===== src/rtl/fb_pixel_writer.sv =====
// ----------------------------------------------------------------------------
// fb_pixel_writer
//
// Avalon-MM write master that places 16-bit RGB555 pixels into the SDRAM
// framebuffer shared with the VGA scan-out path. Two pixels share each 32-bit
// word, with the even-x pixel in bits [15:0]. The block accepts single pixel
// writes over a valid/ready handshake and runs a hardware full-frame fill.
//
// Parameters:
//   H_PIXELS           visible pixels per line (must be even)
//   V_PIXELS           visible lines
//
// Ports:
//   clk                system clock
//   rst_n              asynchronous active-low reset
//   fbAddr             framebuffer byte base address, bits [1:0] ignored
//   pix_valid          pixel request valid
//   pix_ready          block can accept a pixel this cycle (IDLE only)
//   pix_x / pix_y      pixel column / row
//   pix_color          RGB555 pixel, bit 15 stored but not displayed
//   clear_start        single-cycle full-frame fill request
//   clear_color        fill colour, sampled with clear_start
//   clear_busy         fill pending or running
//   drop_count         saturating count of out-of-range pixels dropped
//   master_address     word-aligned byte address
//   master_write       Avalon write request
//   master_writedata   write data
//   master_byteenable  byte lanes to write
//   master_waitrequest Avalon stall
// ----------------------------------------------------------------------------
module fb_pixel_writer #(
    parameter int H_PIXELS = 640,
    parameter int V_PIXELS = 480
) (
    input  logic        clk,
    input  logic        rst_n,
    input  logic [31:0] fbAddr,
    input  logic        pix_valid,
    output logic        pix_ready,
    input  logic [9:0]  pix_x,
    input  logic [8:0]  pix_y,
    input  logic [15:0] pix_color,
    input  logic        clear_start,
    input  logic [15:0] clear_color,
    output logic        clear_busy,
    output logic [15:0] drop_count,
    output logic [31:0] master_address,
    output logic        master_write,
    output logic [31:0] master_writedata,
    output logic [3:0]  master_byteenable,
    input  logic        master_waitrequest
);

    localparam int          N_WORDS  = H_PIXELS * V_PIXELS / 2;
    localparam logic [17:0] LAST_IDX = 18'(N_WORDS - 1);
    localparam logic [31:0] H_U      = 32'(H_PIXELS);
    localparam logic [31:0] V_U      = 32'(V_PIXELS);

    typedef enum logic [1:0] {
        IDLE,
        PIX_WR,
        CLEAR
    } state_t;

    state_t      state_q, state_d;
    logic [31:0] pixAddr_q, pixAddr_d;
    logic [15:0] pixColor_q, pixColor_d;
    logic [3:0]  pixBe_q, pixBe_d;
    logic [15:0] clearColor_q, clearColor_d;
    logic [31:0] clearBase_q, clearBase_d;
    logic        clearPending_q, clearPending_d;
    logic [17:0] idx_q, idx_d;
    logic [15:0] dropCount_q, dropCount_d;

    logic        pixAccept;
    logic        pixInRange;
    logic [31:0] pixIndex;
    logic [31:0] pixTarget;

    // Linear pixel index and the byte address it maps to; the multiply is by a
    // constant so it reduces to shifts and adds. The wrap at 2^32 is natural.
    assign pixAccept  = pix_valid && (state_q == IDLE);
    assign pixInRange = (32'(pix_x) < H_U) && (32'(pix_y) < V_U);
    assign pixIndex   = 32'(pix_y) * H_U + 32'(pix_x);
    assign pixTarget  = (fbAddr & ~32'h3) + (pixIndex << 1);

    // Next-state logic. A clear request seen outside CLEAR is latched with its
    // own base so a later fbAddr change cannot move the fill. A pixel accepted
    // in the same cycle as clear_start wins the bus first; the pending flag
    // then steers PIX_WR into CLEAR instead of back to IDLE.
    always_comb begin
        state_d        = state_q;
        pixAddr_d      = pixAddr_q;
        pixColor_d     = pixColor_q;
        pixBe_d        = pixBe_q;
        clearColor_d   = clearColor_q;
        clearBase_d    = clearBase_q;
        clearPending_d = clearPending_q;
        idx_d          = idx_q;
        dropCount_d    = dropCount_q;

        if (clear_start && (state_q != CLEAR)) begin
            clearColor_d   = clear_color;
            clearBase_d    = fbAddr & ~32'h3;
            clearPending_d = 1'b1;
        end

        case (state_q)
            IDLE: begin
                if (pixAccept && pixInRange) begin
                    pixAddr_d  = pixTarget & ~32'h3;
                    pixColor_d = pix_color;
                    pixBe_d    = pix_x[0] ? 4'b1100 : 4'b0011;
                    state_d    = PIX_WR;
                end else if (clear_start) begin
                    state_d = CLEAR;
                end
                if (pixAccept && !pixInRange && (dropCount_q != 16'hFFFF)) begin
                    dropCount_d = dropCount_q + 16'd1;
                end
            end
            PIX_WR: begin
                if (!master_waitrequest) begin
                    state_d = (clearPending_q || clear_start) ? CLEAR : IDLE;
                end
            end
            CLEAR: begin
                if (!master_waitrequest) begin
                    if (idx_q == LAST_IDX) begin
                        state_d        = IDLE;
                        clearPending_d = 1'b0;
                        idx_d          = 18'd0;
                    end else begin
                        idx_d = idx_q + 18'd1;
                    end
                end
            end
            default: begin
                state_d = IDLE;
            end
        endcase
    end

    // State and datapath registers; reset abandons any write or fill at once.
    always_ff @(posedge clk or negedge rst_n) begin
        if (!rst_n) begin
            state_q        <= IDLE;
            pixAddr_q      <= 32'd0;
            pixColor_q     <= 16'd0;
            pixBe_q        <= 4'd0;
            clearColor_q   <= 16'd0;
            clearBase_q    <= 32'd0;
            clearPending_q <= 1'b0;
            idx_q          <= 18'd0;
            dropCount_q    <= 16'd0;
        end else begin
            state_q        <= state_d;
            pixAddr_q      <= pixAddr_d;
            pixColor_q     <= pixColor_d;
            pixBe_q        <= pixBe_d;
            clearColor_q   <= clearColor_d;
            clearBase_q    <= clearBase_d;
            clearPending_q <= clearPending_d;
            idx_q          <= idx_d;
            dropCount_q    <= dropCount_d;
        end
    end

    // Bus outputs come only from registered state, so they hold steady across
    // a stall and pix_ready has no path from any input. IDLE drives zeros.
    always_comb begin
        master_write      = 1'b0;
        master_address    = 32'd0;
        master_writedata  = 32'd0;
        master_byteenable = 4'd0;
        case (state_q)
            PIX_WR: begin
                master_write      = 1'b1;
                master_address    = pixAddr_q;
                master_writedata  = {pixColor_q, pixColor_q};
                master_byteenable = pixBe_q;
            end
            CLEAR: begin
                master_write      = 1'b1;
                master_address    = clearBase_q + {12'd0, idx_q, 2'b00};
                master_writedata  = {clearColor_q, clearColor_q};
                master_byteenable = 4'b1111;
            end
            default: begin
                master_write = 1'b0;
            end
        endcase
    end

    assign pix_ready  = (state_q == IDLE);
    assign clear_busy = clearPending_q || (state_q == CLEAR);
    assign drop_count = dropCount_q;

endmodule


===== config.mk =====
export PLATFORM = sky130hd
export DESIGN_NAME = fb_pixel_writer
export DESIGN_NICKNAME = d
export VERILOG_FILES = /design/src/rtl/fb_pixel_writer.sv
export SDC_FILE = /design/constraint.sdc
export NUM_CORES = 1
export LEC_CHECK = 0
export ABC_AREA = 1
export CAP_MARGIN = 0
export CORE_ASPECT_RATIO = 1.4
export CORE_UTILIZATION = 40
export DETAILED_ROUTE_END_ITERATION = 6
export PLACE_DENSITY = 0.7
export SYNTH_ARGS = -nofsm -noshare
export SYNTH_HDL_FRONTEND = slang
export SYNTH_SLANG_ARGS = --single-unit

===== constraint.sdc =====
create_clock -name clk -period 2.1 [get_ports clk]
set_clock_uncertainty 0.05 [all_clocks]
set_input_delay 0.21 -clock clk [delete_from_list [all_inputs] [get_ports clk]]
set_output_delay 0.21 -clock clk [all_outputs]
set_load 0.05 [all_outputs]

# After elaboration in Yosys (flattened, before gate mapping)
# Cells that the tools add are included.
dict set report word_totals {
  register_bits 133
  wordCells 59
  inputBits 88
  n_memories 0
  rom_bits 0
  mem_bits_rw 0
  out_inout_bits 87
  latch_bits 0
}
dict set report classes {
  addsub 5
  eq_ne 9
  reduce_logical 15
  div_mod_pow 0
  n_mux 17
  bitwise 1
  multipliers 1
  n_lt_le_gt_ge 2
  shifts 0
}
# cell n
set op_table {}
lappend op_table {{case mux 32 bit (2 select lines)} 2}
lappend op_table {{adder 32 x 20 -> 32 bit} 1}
lappend op_table {{adder 32 x 21 -> 32 bit} 1}
lappend op_table {{adder 19 x 10 -> 20 bit} 1}
lappend op_table {{adder 18 x 1 -> 18 bit (second input constant)} 1}
lappend op_table {{== test 18 bit (second input constant)} 1}
lappend op_table {{two-way mux 18 bit} 1}
lappend op_table {{adder 16 x 1 -> 16 bit (second input constant)} 1}
lappend op_table {{!= test 16 bit (second input constant)} 1}
lappend op_table {{multiplier 9 x 3 -> 12 bit (second input constant)} 1}
lappend op_table {{two-way mux 2 bit} 6}
lappend op_table {{< comparator 10 bit (second input constant)} 1}
lappend op_table {{< comparator 9 bit (second input constant)} 1}
lappend op_table {{!= test 2 bit (second input constant)} 4}
lappend op_table {{case mux 4 bit (2 select lines)} 1}
lappend op_table {{logical AND 1 bit} 6}
lappend op_table {{case mux 2 bit (3 select lines)} 1}
lappend op_table {{AND reduction 2 bit} 3}
lappend op_table {{two-way mux 1 bit} 5}
lappend op_table {{two-way mux 4 bit} 1}
lappend op_table {{AND reduction 4 bit} 1}
lappend op_table {{!= test 3 x 1 -> 1 bit (second input constant)} 1}
lappend op_table {{== test 2 x 1 -> 1 bit (second input constant)} 1}
lappend op_table {{== test 2 bit (second input constant)} 1}
lappend op_table {{5 further kinds} 6}

# Logic depth before layout (Yosys ltp)
dict set report logic_depth {
  word_depth 6
  mapped_depth 23
  mapped_depth_nobuf 23
}

# Worst setup path before layout
# No wires, ideal clock.
dict set report synth_path {
  path_type {input-to-reg}
  from {input port pix_y[1]}
  to {register pixAddr_q[17]}
  slack_ps -1185
  required_ps 1933
  cell_stages 20
  setup_time_ps 117
  n_path_buf 0
  t_arrival_ps 3118
  path_cell_list {ha_1 ha_1 fa_1 nand3_1 nand3_1 xor2_1 or2_4 nor2_4 xnor2_1 inv_1 ha_1 a21oi_1 o21ai_0 inv_1 o21ai_0 inv_1 nand2_1 or2_2 nand3_1 nand2_1}
}
dict set report synth_via {
  elab_chain_len 4
  word_cells_on_any_way 7
  cone_classes {add/sub: 2; mul: 1; order compare: 1; reduce/logical: 3}
}
# element line
set synth_rtl {}
lappend synth_rtl {{start, declared} 41} ;# input logic [8:0] pix_y,
lappend synth_rtl {{parallel branches: the longest is 4 deep, another holds adder 32 x 21 -> 32 bit} --}
lappend synth_rtl {{end signal, assigned} 158} ;# pixAddr_q <= pixAddr_d;
lappend synth_rtl {{end, declared} 66} ;# logic [31:0] pixAddr_q, pixAddr_d;
# Parallel ways; which one is timed is not known.
# A chain may end at the register's enable or synchronous reset.

# Worst setup path after layout
dict set report layout_path {
  from {input port pix_y[1]}
  to {register pixAddr_q[31]}
}
# The elaborated chain is that of the path after synthesis.

==> impl_results.md <==
* Number of DRC markers in iteration 0 at 913
* CTS Buffer Depth at 2
* Vias in the first global route at 12,400
* Period Utilization, post-route at 143%
* Gate Count Post-Synth at 1,523
* Final WL at 43,400 µm
* GPL Wtd Cong at 0.973
* Clock power share at 11.7%
* Net switching power at 13.0 mW
* Overall Power at 26.9 mW
* Sequential share of the synthesized area at 32.7%
* Final hold vios at 0
* Avg WL per Cell at 19.4 µm
* Clock Sinks at 131
* Maximum VDD drop at 1430 µV
* Post-synth EDFFs at 0
* Worst Path Arrival at 3290 ps
* Antenna Nets Post-Route at 0
* Area used by multi-input combinational logic at 0.00869 mm²
* Global-route wire length before repair at 62,300 µm
* Period minus WS final at 3010 ps
* Worst Path Required at 2380 ps
* Min-Delay Path Class: primary input to async pin
* Hpwl dp at 27,500 µm
* Post-synthesis register bit count at 131
* Max H-tree Level at 4
* Status: finished with violations
* ANT cells at 0
* Dominant cell by count in the synthesized netlist: nand2_1
* Primary FF master, synth: dfrtp_1
* Die ar. at 0.0257 mm²
* # IOs at 175
* Max-slew violation count at 0
* Vias post-DR at 12,200
* Final WS setup at -906 ps
* Largest net degree at the start of global routing at 49
* Yosys warns at 0
* Leak at 8.58 nW
* CTS tree: yes
* Failing checks: negative setup slack
* Die boundary height at 189 µm
* DRT Pass-1 Iters at 5
* Area growth syn-to-layout at 83.7%
* Worst Tran Pin Value at 522 ps
* Final setup violation count at 90
* IO Port Bufs at 170
* Yosys top cell area share at 32.7%
* Top post-synthesis cells by area: dfrtp_1 33%, nand2_1 22%, ha_1 7.5%, inv_1 6.4%, a21oi_1 5.1%
* Post-Syn Area per Cell at 6.58 µm²
* Part of the power in combinational logic at 71.3%
* Startpoint Class: primary input
* Die X at 136 µm
* RSZ-0062 raised after global routing: yes
* Design area at 0.0184 mm²
* DR DRC count at 0
* Max-cap violation count at 0
* Synth top cells by count: 580 x nand2_1, 172 x inv_1, 131 x dfrtp_1, 103 x a21oi_1, 103 x nand3_1
* CP endpoint kind: flip-flop
* Initial antenna violation count at 0
* Total CTS buffers at 17
* Root buf cell: clkbuf_16
* Vias per cell at 5.46
* Filler cells at 1,655
* Top cell type by total area after synthesis: dfrtp_1
* Nets at 2,061
* Initial Util at 40.6%
* Post-synthesis async set-or-reset flop share at 100%
* Reg area at 0.00329 mm²
* Clock latency on the worst-skew pair at 450 ps
* Dpl cell area at 0.0147 mm²
* Cell variety after synth at 40
* CP Max Fanout at 4
* Pre-CTS WS at -1810 ps
* Cell-internal power at 13.9 mW
* Core Rows at 68
* Fraction of layout cells with a size suffix above 1 at 44.4%
* Critical path class: primary input to flip-flop
* Power per cell area at 1460 mW/mm²
* Clk slew on worst S/H paths at 60 ps
* Synthesized cell area at 0.0100 mm²
* Setup_tns at -35,930 ps
* Switching part of the total power at 48.4%
* Slew HR at 65.1%
* Flop pwr share at 16.9%
* Core Region at 0.0247 mm²
* Gr usage total at 31.5%
* FMAX at 333 MHz
* Remaining global-route overflow at 0
## worst max-delay path: stages
cell     delay, ps
buf_8          100
ha_4           230
ha_4           160
fa_2           380
nand3_2         80
nand3_2         70
xor2_1         180
or2_4          260
nor2_4         150
xnor2_1        130
inv_1           90
ha_4           280
a21oi_2        210
buf_4          150
o21ai_2         60
a21oi_2        150
nand3_2        130
nand2_1         90
nand2_1         50
nand3_1         70
nand2_1         50
## registers in the layout, indices dropped and copies added (netlist names)
signal          flops
clearBase_q        30
clearColor_q       16
clearPending_q      1
drop_count         16
idx_q              18
pixAddr_q          30
pixBe_q             2
pixColor_q         16
state_q             2
## path summary, 6_finish.rpt
check | slack [ps] | from | end | cells after the start
min in group clk | 250 | pix_color[11] | pixColor_q[11]$_DFFE_PN0P_ | 3
hold reg to reg | 430 | clearColor_q[3]$_DFFE_PN0P_ | clearColor_q[3]$_DFFE_PN0P_ | 2
hold / removal | 190 | rst_n | clearBase_q[11]$_DFFE_PN0P_ | 2
setup / recovery | -910 | pix_y[1] | pixAddr_q[31]$_DFFE_PN0P_ | 21
setup reg to reg | -40 | state_q[0]$_DFFE_PN0P_ | clearBase_q[6]$_DFFE_PN0P_ | 11
max in group asynchronous | 1130 | rst_n | pixColor_q[6]$_DFFE_PN0P_ | 3
## placed cells by master, fill, tap and decap left out, types with 55 or more instances in the layout
cell type	netlist	layout
clkdlybuf4s50_1	0	87
buf_4	20	186
dfrtp_1	131	118
nand3_1	103	56
nand2_2	4	90
buf_12	0	84
inv_1	172	135
nand2_4	0	55
nand2_1	580	434
a21oi_4	0	55
## what timing repair did
action,CTS,global route
endpoints found under the hold margin,25,0
pin swaps,200,149
gates resized for setup,409,243
setup buffers,56,31
cloned,8,1
hold buffers,1,0
endpoints found under the setup margin,90,95
## cell families (layout without fill, tap and decap cells)
logic type / Yosys count / count (layout) / synth area share, %
and+or+nand+nor: 858 / 858 / 35.5
buffers and inverters: 232 / 629 / 9.54
AOI/OAI and AO/OA: 192 / 192 / 9.99
DFF: 131 / 131 / 32.7
adders and majority gates: 64 / 64 / 8.28
xor gates and xnor gates: 45 / 45 / 3.93
other: 1 / 3 / 0.0374
## final cells by class
cell class	instances	share of cell area [%]
clock buffer	21	2.50
clock inverter	11	0.808
inverter	177	3.72
multi-input combinational	1162	47.2
sequential	131	17.9
tap	315	2.14
timing repair buffer	420	25.8
## power groups by stage
stage	Clock (mW)	Combinational, mW	Sequential [mW]
4_1_cts	3.14	17.2	4.41
3_5_place_dp	0	13.6	4.30
2_1_floorplan	0	7.93	4.22
3_3_place_gp	0	13.4	4.27
6_report	3.16	19.2	4.55
5_1_grt	3.28	20.1	4.65
## per-stage QoR
step | util (%) | hold slack (ps) | std cells
floorplan | - | -136 | 1525
global placement | 59.6 | 121 | 2126
detailed placement | 59.6 | 119 | 2126
CTS | 70.9 | 204 | 2219
global route | 74.7 | 242 | 2237
finish | 74.7 | 191 | 2237
## metal layers
| metal | track usage, % | vias up | part of all wire (%) |
|---|---|---|---|
| met1 | 34.5 | 5872 | 35 |
| met2 | 57.3 | 536 | 53 |
| met4 | 18.8 | 0 | 6.8 |
| met5 | 0 | - | 0 |
| li1 | - | 5603 | - |
| met3 | 3.61 | 210 | 5.3 |
No activity file was read; power rests on OpenSTA's default activity.
